`src/rtl/lc3_mem_arbiter.sv`:
```
// Round-robin arbiter that shares one single-port synchronous memory between
// two LC3 requesters, one transaction in flight, with a one-cycle ack per completion.
module lc3_mem_arbiter #(
  parameter int ADDR_W  = 16,
  parameter int DATA_W  = 16,
  parameter int MEM_LAT = 1
) (
  input  logic              clk,
  input  logic              reset_n,
  input  logic              req0,
  input  logic              we0,
  input  logic [ADDR_W-1:0] addr0,
  input  logic [DATA_W-1:0] wdata0,
  output logic              ack0,
  output logic [DATA_W-1:0] rdata0,
  input  logic              req1,
  input  logic              we1,
  input  logic [ADDR_W-1:0] addr1,
  input  logic [DATA_W-1:0] wdata1,
  output logic              ack1,
  output logic [DATA_W-1:0] rdata1,
  output logic              mem_en,
  output logic              mem_we,
  output logic [ADDR_W-1:0] mem_addr,
  output logic [DATA_W-1:0] mem_wdata,
  input  logic [DATA_W-1:0] mem_rdata,
  output logic              busy,
  output logic              owner
);

  typedef enum logic [1:0] {IDLE, ISSUE, WAIT, DONE} state_t;

  localparam logic [2:0] LAST_CNT = 3'(MEM_LAT - 1);

  state_t            state_q;
  state_t            state_d;
  logic              grant_valid;
  logic              grant_idx;
  logic              rd_capture;
  logic              owner_q;
  logic              last_q;
  logic              we_q;
  logic [ADDR_W-1:0] addr_q;
  logic [DATA_W-1:0] wdata_q;
  logic [DATA_W-1:0] rdata0_q;
  logic [DATA_W-1:0] rdata1_q;
  logic [2:0]        cnt_q;

  always_ff @(posedge clk or negedge reset_n) begin
    if (!reset_n) begin
      state_q <= IDLE;
    end else begin
      state_q <= state_d;
    end
  end

  // On a conflict the requester that did not win last time gets the grant.
  always_comb begin
    state_d     = state_q;
    grant_valid = 1'b0;
    grant_idx   = 1'b0;
    rd_capture  = 1'b0;
    case (state_q)
      IDLE: begin
        if (req0 || req1) begin
          grant_valid = 1'b1;
          grant_idx   = (req0 && req1) ? ~last_q : req1;
          state_d     = ISSUE;
        end
      end
      ISSUE: state_d = WAIT;
      WAIT: begin
        if (cnt_q == LAST_CNT) begin
          rd_capture = ~we_q;
          state_d    = DONE;
        end
      end
      DONE:    state_d = IDLE;
      default: state_d = IDLE;
    endcase
  end

  always_ff @(posedge clk or negedge reset_n) begin
    if (!reset_n) begin
      owner_q  <= 1'b0;
      last_q   <= 1'b1;
      we_q     <= 1'b0;
      addr_q   <= '0;
      wdata_q  <= '0;
      rdata0_q <= '0;
      rdata1_q <= '0;
      cnt_q    <= 3'd0;
    end else begin
      if (grant_valid) begin
        owner_q <= grant_idx;
        we_q    <= grant_idx ? we1 : we0;
        addr_q  <= grant_idx ? addr1 : addr0;
        wdata_q <= grant_idx ? wdata1 : wdata0;
      end
      cnt_q <= (state_q == WAIT) ? cnt_q + 3'd1 : 3'd0;
      if (rd_capture) begin
        if (owner_q) begin
          rdata1_q <= mem_rdata;
        end else begin
          rdata0_q <= mem_rdata;
        end
      end
      if (state_q == DONE) begin
        last_q <= owner_q;
      end
    end
  end

  assign mem_en    = (state_q == ISSUE);
  assign mem_we    = (state_q == ISSUE) && we_q;
  assign mem_addr  = addr_q;
  assign mem_wdata = wdata_q;
  assign busy      = (state_q != IDLE);
  assign owner     = owner_q;
  assign ack0      = (state_q == DONE) && !owner_q;
  assign ack1      = (state_q == DONE) && owner_q;
  assign rdata0    = rdata0_q;
  assign rdata1    = rdata1_q;

endmodule
```
`config.mk`:
```
export PLATFORM = sky130hd
export DESIGN_NAME = lc3_mem_arbiter
export DESIGN_NICKNAME = d
export VERILOG_FILES = /design/src/rtl/lc3_mem_arbiter.sv
export SDC_FILE = /design/constraint.sdc
export NUM_CORES = 1
export LEC_CHECK = 0
export BUFFER_PORTS_ARGS = -buffer_cell sky130_fd_sc_hd__buf_2
export CELL_PAD_IN_SITES_DETAIL_PLACEMENT = 1
export CELL_PAD_IN_SITES_GLOBAL_PLACEMENT = 2
export CORE_AREA = 2 2 120 122
export CTS_BUF_LIST = sky130_fd_sc_hd__clkbuf_4 sky130_fd_sc_hd__clkbuf_8 sky130_fd_sc_hd__clkbuf_16
export CTS_CLUSTER_DIAMETER = 30
export DETAILED_ROUTE_END_ITERATION = 16
export DIE_AREA = 0 0 122 124
export PLACE_DENSITY_LB_ADDON = 0.1
export SYNTH_ARGS = -nofsm -noshare
export SYNTH_HDL_FRONTEND = slang
export SYNTH_SLANG_ARGS = --single-unit
```
`constraint.sdc`:
```
create_clock -name clk -period 1.8 [get_ports clk]
set_input_delay 0.18 -clock clk [delete_from_list [all_inputs] [get_ports clk]]
set_output_delay 0.18 -clock clk [all_outputs]
set_load 0.01 [all_outputs]
```
==> qor.yml, run 1 <==
outcome: "completed"
cts_tree: "yes"
ir_worst_vdd_mv: 0.4603
report.final.slew_viol_count: 0
dieArea_um2: 15130
fp.coreArea_um2: 13720
path_cells: "inv_1, ha_1, nand2_2, buf_4, or3b_2, a31oi_1"
crit_slowest_cell: "or3b_2"
rows: 43
grt_pass1_wl_um: 15070
ys_types: 31
fmax_mhz: 592.9
track_usage_pct: 13.17
root_buffer: "clkbuf_16"
area_delta_synth_final_pct: 40.42
start_kind: "flop"
multi_input_area_um2: 1413
syn_avg_cell_area_um2: 11.52
die_h_um: 124
cp_max_fo: 22
nFillCells: 1605
drt_iter0_markers: 77
ys_ff_latch: 72
numCtsBuffers: 9
drc: 0
power_density_nw_per_um2: 1728
synth_fp_nets: 384
fin_crit_ns: 1.687
cts_htree_levels: 3
yosys_warnings: 0
netlist_instances: 292
crit_type: "flop to flop"
whs_ns: 0.07949
finalPower_mw: 8.163
synthesis.area_um2: 3364
drv_cap: 0
finalClockSkew_ns: 0.006581
antenna_found_initial: 0
diodes: 0
path_delay_family: "simple AND/OR/NAND/NOR gates"
layout-drive-gt1-share_pct: 52.43
io_pins: 156
cpPeakStageDelay_ns: 0.44
ys_seq_area_share_pct: 53.59
cts_resized: 0
via_per_inst: 4.427
insertion_delay_ns: 0.34
required_ns: 2.06
maxSlewHeadroom_pct: 78.87
grt-ovfl-total: 0
cts.clk_slew.worst_paths_ns: 0.06
die_width_um: 122
seqCellArea_um2: 1803
worst_slew_pin_slew_ns: 0.3169
grt_max_degree: 53
min_path_type: "input pin to flop"
dr_total_vias: 2798
end_kind: "flop"
leakage_nw: 2.204
start_util_pct: 24.52
path_buf_inv: 2
rsz0062_at_grt: "false"
setup-tns-final_ns: 0
hold_viol_final: 0
gp_congestion: 0.7066
grt_pass1_vias: 2930
wl_per_cell_um: 15.00
wl_um: 9477
hpwl_um: 6798
crit_arrival_ns: 1.95
fin_nets: 539
port_buffers: 155
tritoncts_num_sinks: 72
ant_nets: 0
clockBufferDepth: 2
setup_viol: 0
firstDrtPassIters: 4
fin_crit_sh_pct: 93.71
-- metal layers --
layer,vias to the layer above,part of all wire (%),global-route usage [%]
met5,-,0,0
met4,0,1.3,4.741
met3,10,9.4,6.227
met2,105,45,20.53
met1,1334,44,15.90
li1,1349,-,-
-- power by group --
part	internal (mW)	leakage [nW]	switching [mW]	total (mW)
Combinational	1.70	1.22	1.77	3.47
Clock	1.11	0.149	0.717	1.83
Sequential	2.44	0.831	0.426	2.86
Total	5.25	2.20	2.91	8.16
-- worst reg2reg max path, cell delays in order (launching register included) --
cell     delay [ns]
dfrtp_1        0.41
inv_1          0.10
ha_1           0.19
nand2_2        0.09
buf_4          0.20
or3b_2         0.45
a31oi_1        0.17
-- kinds of logic (layout without fill, tap and decap cells) --
family | after synthesis | after routing | synth area share [%]
DFF | 72 | 72 | 53.59
xor gates and xnor gates | 1 | 1 | 0.2604
AOI/OAI and AO/OA | 70 | 70 | 11.94
and+or+nand+nor | 79 | 79 | 15.02
muxes | 34 | 34 | 12.50
buffers and inverters | 30 | 190 | 4.463
adders and majority gates | 6 | 6 | 2.231
-- synth_stat cells --
cell / count / area share, %
a22oi_1: 1 / 0.22
a31oi_1: 33 / 6.1
and2_1: 3 / 0.56
and2_2: 1 / 0.22
and2_4: 1 / 0.26
buf_1: 3 / 0.33
buf_12: 1 / 0.60
buf_2: 2 / 0.30
buf_4: 1 / 0.22
buf_6: 2 / 0.67
clkbuf_1: 15 / 1.7
dfrtp_1: 71 / 53
dfstp_2: 1 / 0.78
ha_1: 6 / 2.2
inv_1: 6 / 0.67
mux2_2: 24 / 8.0
mux2_4: 10 / 4.5
nand2_2: 1 / 0.19
nand2b_1: 1 / 0.19
nand4bb_2: 1 / 0.48
nor2_1: 34 / 3.8
nor2_2: 1 / 0.19
nor2b_1: 2 / 0.37
o21a_1: 1 / 0.22
o21ai_0: 33 / 4.9
o22a_1: 1 / 0.26
o22ai_1: 1 / 0.19
or2_1: 1 / 0.19
or3b_1: 20 / 5.2
or3b_2: 13 / 3.4
xor2_1: 1 / 0.26
-- path summary, 6_finish.rpt --
path | start | end | slack (ns) | depth (start not counted)
min | mem_rdata[15] | rdata0[15]$_DFFE_PN0P_ | 0.08 | 2
max | state_q[0]$_DFFE_PN0P_ | mem_wdata[5]$_DFFE_PN0P_ | 0.11 | 6
min in group asynchronous | reset_n | rdata1[14]$_DFFE_PN0P_ | 0.27 | 2
max in group asynchronous | reset_n | mem_wdata[3]$_DFFE_PN0P_ | 0.94 | 3
min reg2reg | cnt_q[0]$_DFF_PN0_ | cnt_q[0]$_DFF_PN0_ | 0.47 | 1
max reg2reg | state_q[0]$_DFFE_PN0P_ | mem_wdata[5]$_DFFE_PN0P_ | 0.11 | 6
-- flip-flops by register name, indices dropped and copies added (netlist names) --
register   flops
cnt_q          3
last_q         1
mem_addr      16
mem_wdata     16
owner          1
rdata0        16
rdata1        16
state_q        2
we_q           1
-- final cells by class --
| class | instances | area share (%) |
|---|---|---|
| clock buffer | 10 | 5.058 |
| clock inverter | 6 | 1.457 |
| inverter | 6 | 0.4767 |
| multi-input combinational | 190 | 29.90 |
| sequential | 72 | 38.16 |
| tap | 180 | 4.767 |
| timing repair buffer | 168 | 20.18 |
-- cells in the final DEF (no fill, tap or decap) --
cell,instances
clkinv_2,1
clkbuf_8,1
nor2b_1,2
or3b_2,13
o22ai_1,1
dfrtp_1,71
dfstp_2,1
a22oi_1,1
nand2b_1,1
and2_4,1
buf_12,6
and2_1,3
and2_2,1
clkbuf_16,9
nand2_2,1
nor2_2,1
o21ai_0,33
or3b_1,20
nand4bb_2,1
xor2_1,1
buf_4,7
a31oi_1,33
o22a_1,1
ha_1,6
dlygate4sd3_1,1
bufinv_16,1
mux2_4,10
nor2_1,34
inv_1,6
clkinv_4,3
buf_2,154
o21a_2,1
or2_1,1
clkinvlp_4,1
mux2_2,24
-- through the flow --
stage | cells | instance area (µm²) | setup slack [ns] | utilization, %
6_report | 632 | 4725 | 0.1132 | 34.44
5_1_grt | 632 | 4725 | 0.01149 | 34.44
4_1_cts | 631 | 4717 | 0.09056 | 34.38
3_5_place_dp | 614 | 4399 | 0.1016 | 32.07
3_3_place_gp | 614 | 4399 | 0.1544 | 32.07
2_1_floorplan | 292 | 3364 | 0.07313 | -
-- what timing repair did --
| action | CTS | global route |
|---|---|---|
| buffers inserted | 0 | 1 |
| hold buffers | 1 | 0 |
| setup endpoints to repair | 0 | 1 |
| endpoints found under the hold margin | 19 | 0 |
(Power assumes the default switching activity.)
==> inputs of run 2 (changes only) <==
CORE_AREA = 5 5 123 125   (was 2 2 120 122)
DIE_AREA = 0 0 128 130   (was 0 0 122 124)
==> run 2 against run 1 <==
  * Utilization fell by 0.29 points
  * Sequential share of layout area is 0.17 points higher
  * Non-clock buffer count stayed put
  * Combinational power is essentially flat
  * Largest power group unchanged
  * Clock-buffer cell count unchanged
  * Critical endpoint is now rdata1[8]$_DFFE_PN0P_
  * Largest cell class unchanged
  * Global-route usage shrank 1.3 points
  * Clock power down 10%
  * Design area decreased by 0.45%
  * Routed wire length rose by 4.6%
  * Worst hold slack gained 0.015 ns
  * Register-to-register slack about the same
  * Flip-flop and latch count unchanged
==> qor.yml, run 2 (same netlist as run 1, synthesis figures left out) <==
outcome: "completed"
start_kind: "flop"
ir_worst_vdd_mv: 0.3980
postCtsSetupBuffers: 0
fmax_mhz: 589.8
whs_ns: 0.09417
fin_crit_ns: 1.696
track_usage_pct: 11.87
crit_type: "flop to flop"
setup-tns-final_ns: 0
fin_crit_sh_pct: 94.20
rsz0062_at_grt: "false"
leakage_nw: 2.195
hold_viol_final: 0
drv_cap: 0
worst_slew_pin_slew_ns: 0.4589
hpwl_um: 7327
cts_htree_levels: 3
hp-start: "mem_rdata[0]"
fin_cells: 632
crit_arrival_ns: 1.90
min_path_type: "input pin to flop"
die_width_um: 128
fp.coreArea_um2: 13770
crit_start: "state_q[0]$_DFFE_PN0P_"
die_h_um: 130
antenna_found_initial: 2
setup_viol: 0
cts_resized: 0
numCtsBuffers: 9
wl_um: 9909
dr_total_vias: 2826
via_per_inst: 4.472
nFillCells: 1578
final_cell_mix: "154 x buf_2, 71 x dfrtp_1, 34 x nor2_1"
maxSlewHeadroom_pct: 69.41
report.final.slew_viol_count: 0
rows: 43
cts_tree: "yes"
cp_max_fo: 16
diodes: 0
r2r_start: "state_q[0]$_DFFE_PN0P_"
reg2reg_slack_ns: 0.10
port_buffers: 155
firstDrtPassIters: 4
start_util_pct: 24.43
grt_pass1_vias: 2933
layout_commonest_cell: "buf_2"
grt_pass1_wl_um: 15450
clockBufferDepth: 2
area_delta_synth_final_pct: 39.79
root_buffer: "clkbuf_16"
finalPower_mw: 7.968
drc: 0
fin_nets: 539
layout-drive-gt1-share_pct: 52.43
gp_congestion: 0.6885
grt-ovfl-total: 0
insertion_delay_ns: 0.33
pre_cts_ws_ns: 0.1010
wl_per_cell_um: 15.68
io_pins: 156
place_inst: 615
tritoncts_num_sinks: 72
ant_nets: 0
drt_iter0_markers: 70
setup_slack_ns: 0.1044
grt_max_degree: 68
finalClockSkew_ns: 0.005095
power_density_nw_per_um2: 1694
dieArea_um2: 16640
end_kind: "flop"
cts.clk_slew.worst_paths_ns: 0.06
required_ns: 2.01
==> run 2: layout make-up <==
type / count / area [µm²] / share of cell area, %
tap: 180 / 225.2 / 4.789
multi-input combinational: 190 / 1413 / 30.03
sequential: 72 / 1803 / 38.33
inverter: 6 / 22.52 / 0.4789
clock buffer: 10 / 239.0 / 5.081
clock inverter: 6 / 35.03 / 0.7449
timing repair buffer: 168 / 965.9 / 20.54
==> run 2: repair_timing <==
action,CTS,global route
setup endpoints to repair,0,0
hold buffers,1,0
hold endpoints to repair,29,0
==> run 2: path summary, 6_finish.rpt <==
check	to	cells after the start
max	rdata1[8]$_DFFE_PN0P_	6
min	rdata1[0]$_DFFE_PN0P_	2
max reg2reg	rdata1[8]$_DFFE_PN0P_	6
min reg2reg	cnt_q[0]$_DFF_PN0_	1
max in group asynchronous	rdata1[8]$_DFFE_PN0P_	3
min in group asynchronous	rdata0[11]$_DFFE_PN0P_	2
==> run 2: critical path, cell delays in order (launching register included) <==
cell and delay, ns:
dfrtp_1 0.41, inv_1 0.10, ha_1 0.19, nand4bb_2 0.13, or2_1 0.26, buf_12 0.17, mux2_4 0.30
==> run 2: metal layers <==
metal	track usage (%)	vias to the layer above	share of wire (%)
met1	15.75	1339	45
met4	5.056	4	1.8
li1	-	1350	-
met2	17.68	116	44
met5	0	-	0.40
met3	4.052	17	8.7
==> run 2: metrics by stage <==
| step | utilization, % | cell area, µm² |
|---|---|---|
| 2_1_floorplan | - | 3364 |
| 3_3_place_gp | 32.09 | 4419 |
| 3_5_place_dp | 32.09 | 4419 |
| 4_1_cts | 34.15 | 4703 |
| 5_1_grt | 34.15 | 4703 |
| 6_report | 34.15 | 4703 |
==> run 2: where the power goes <==
group          switching, mW  internal, mW
Combinational           1.77          1.69
Clock                  0.678         0.959
Sequential             0.432          2.44
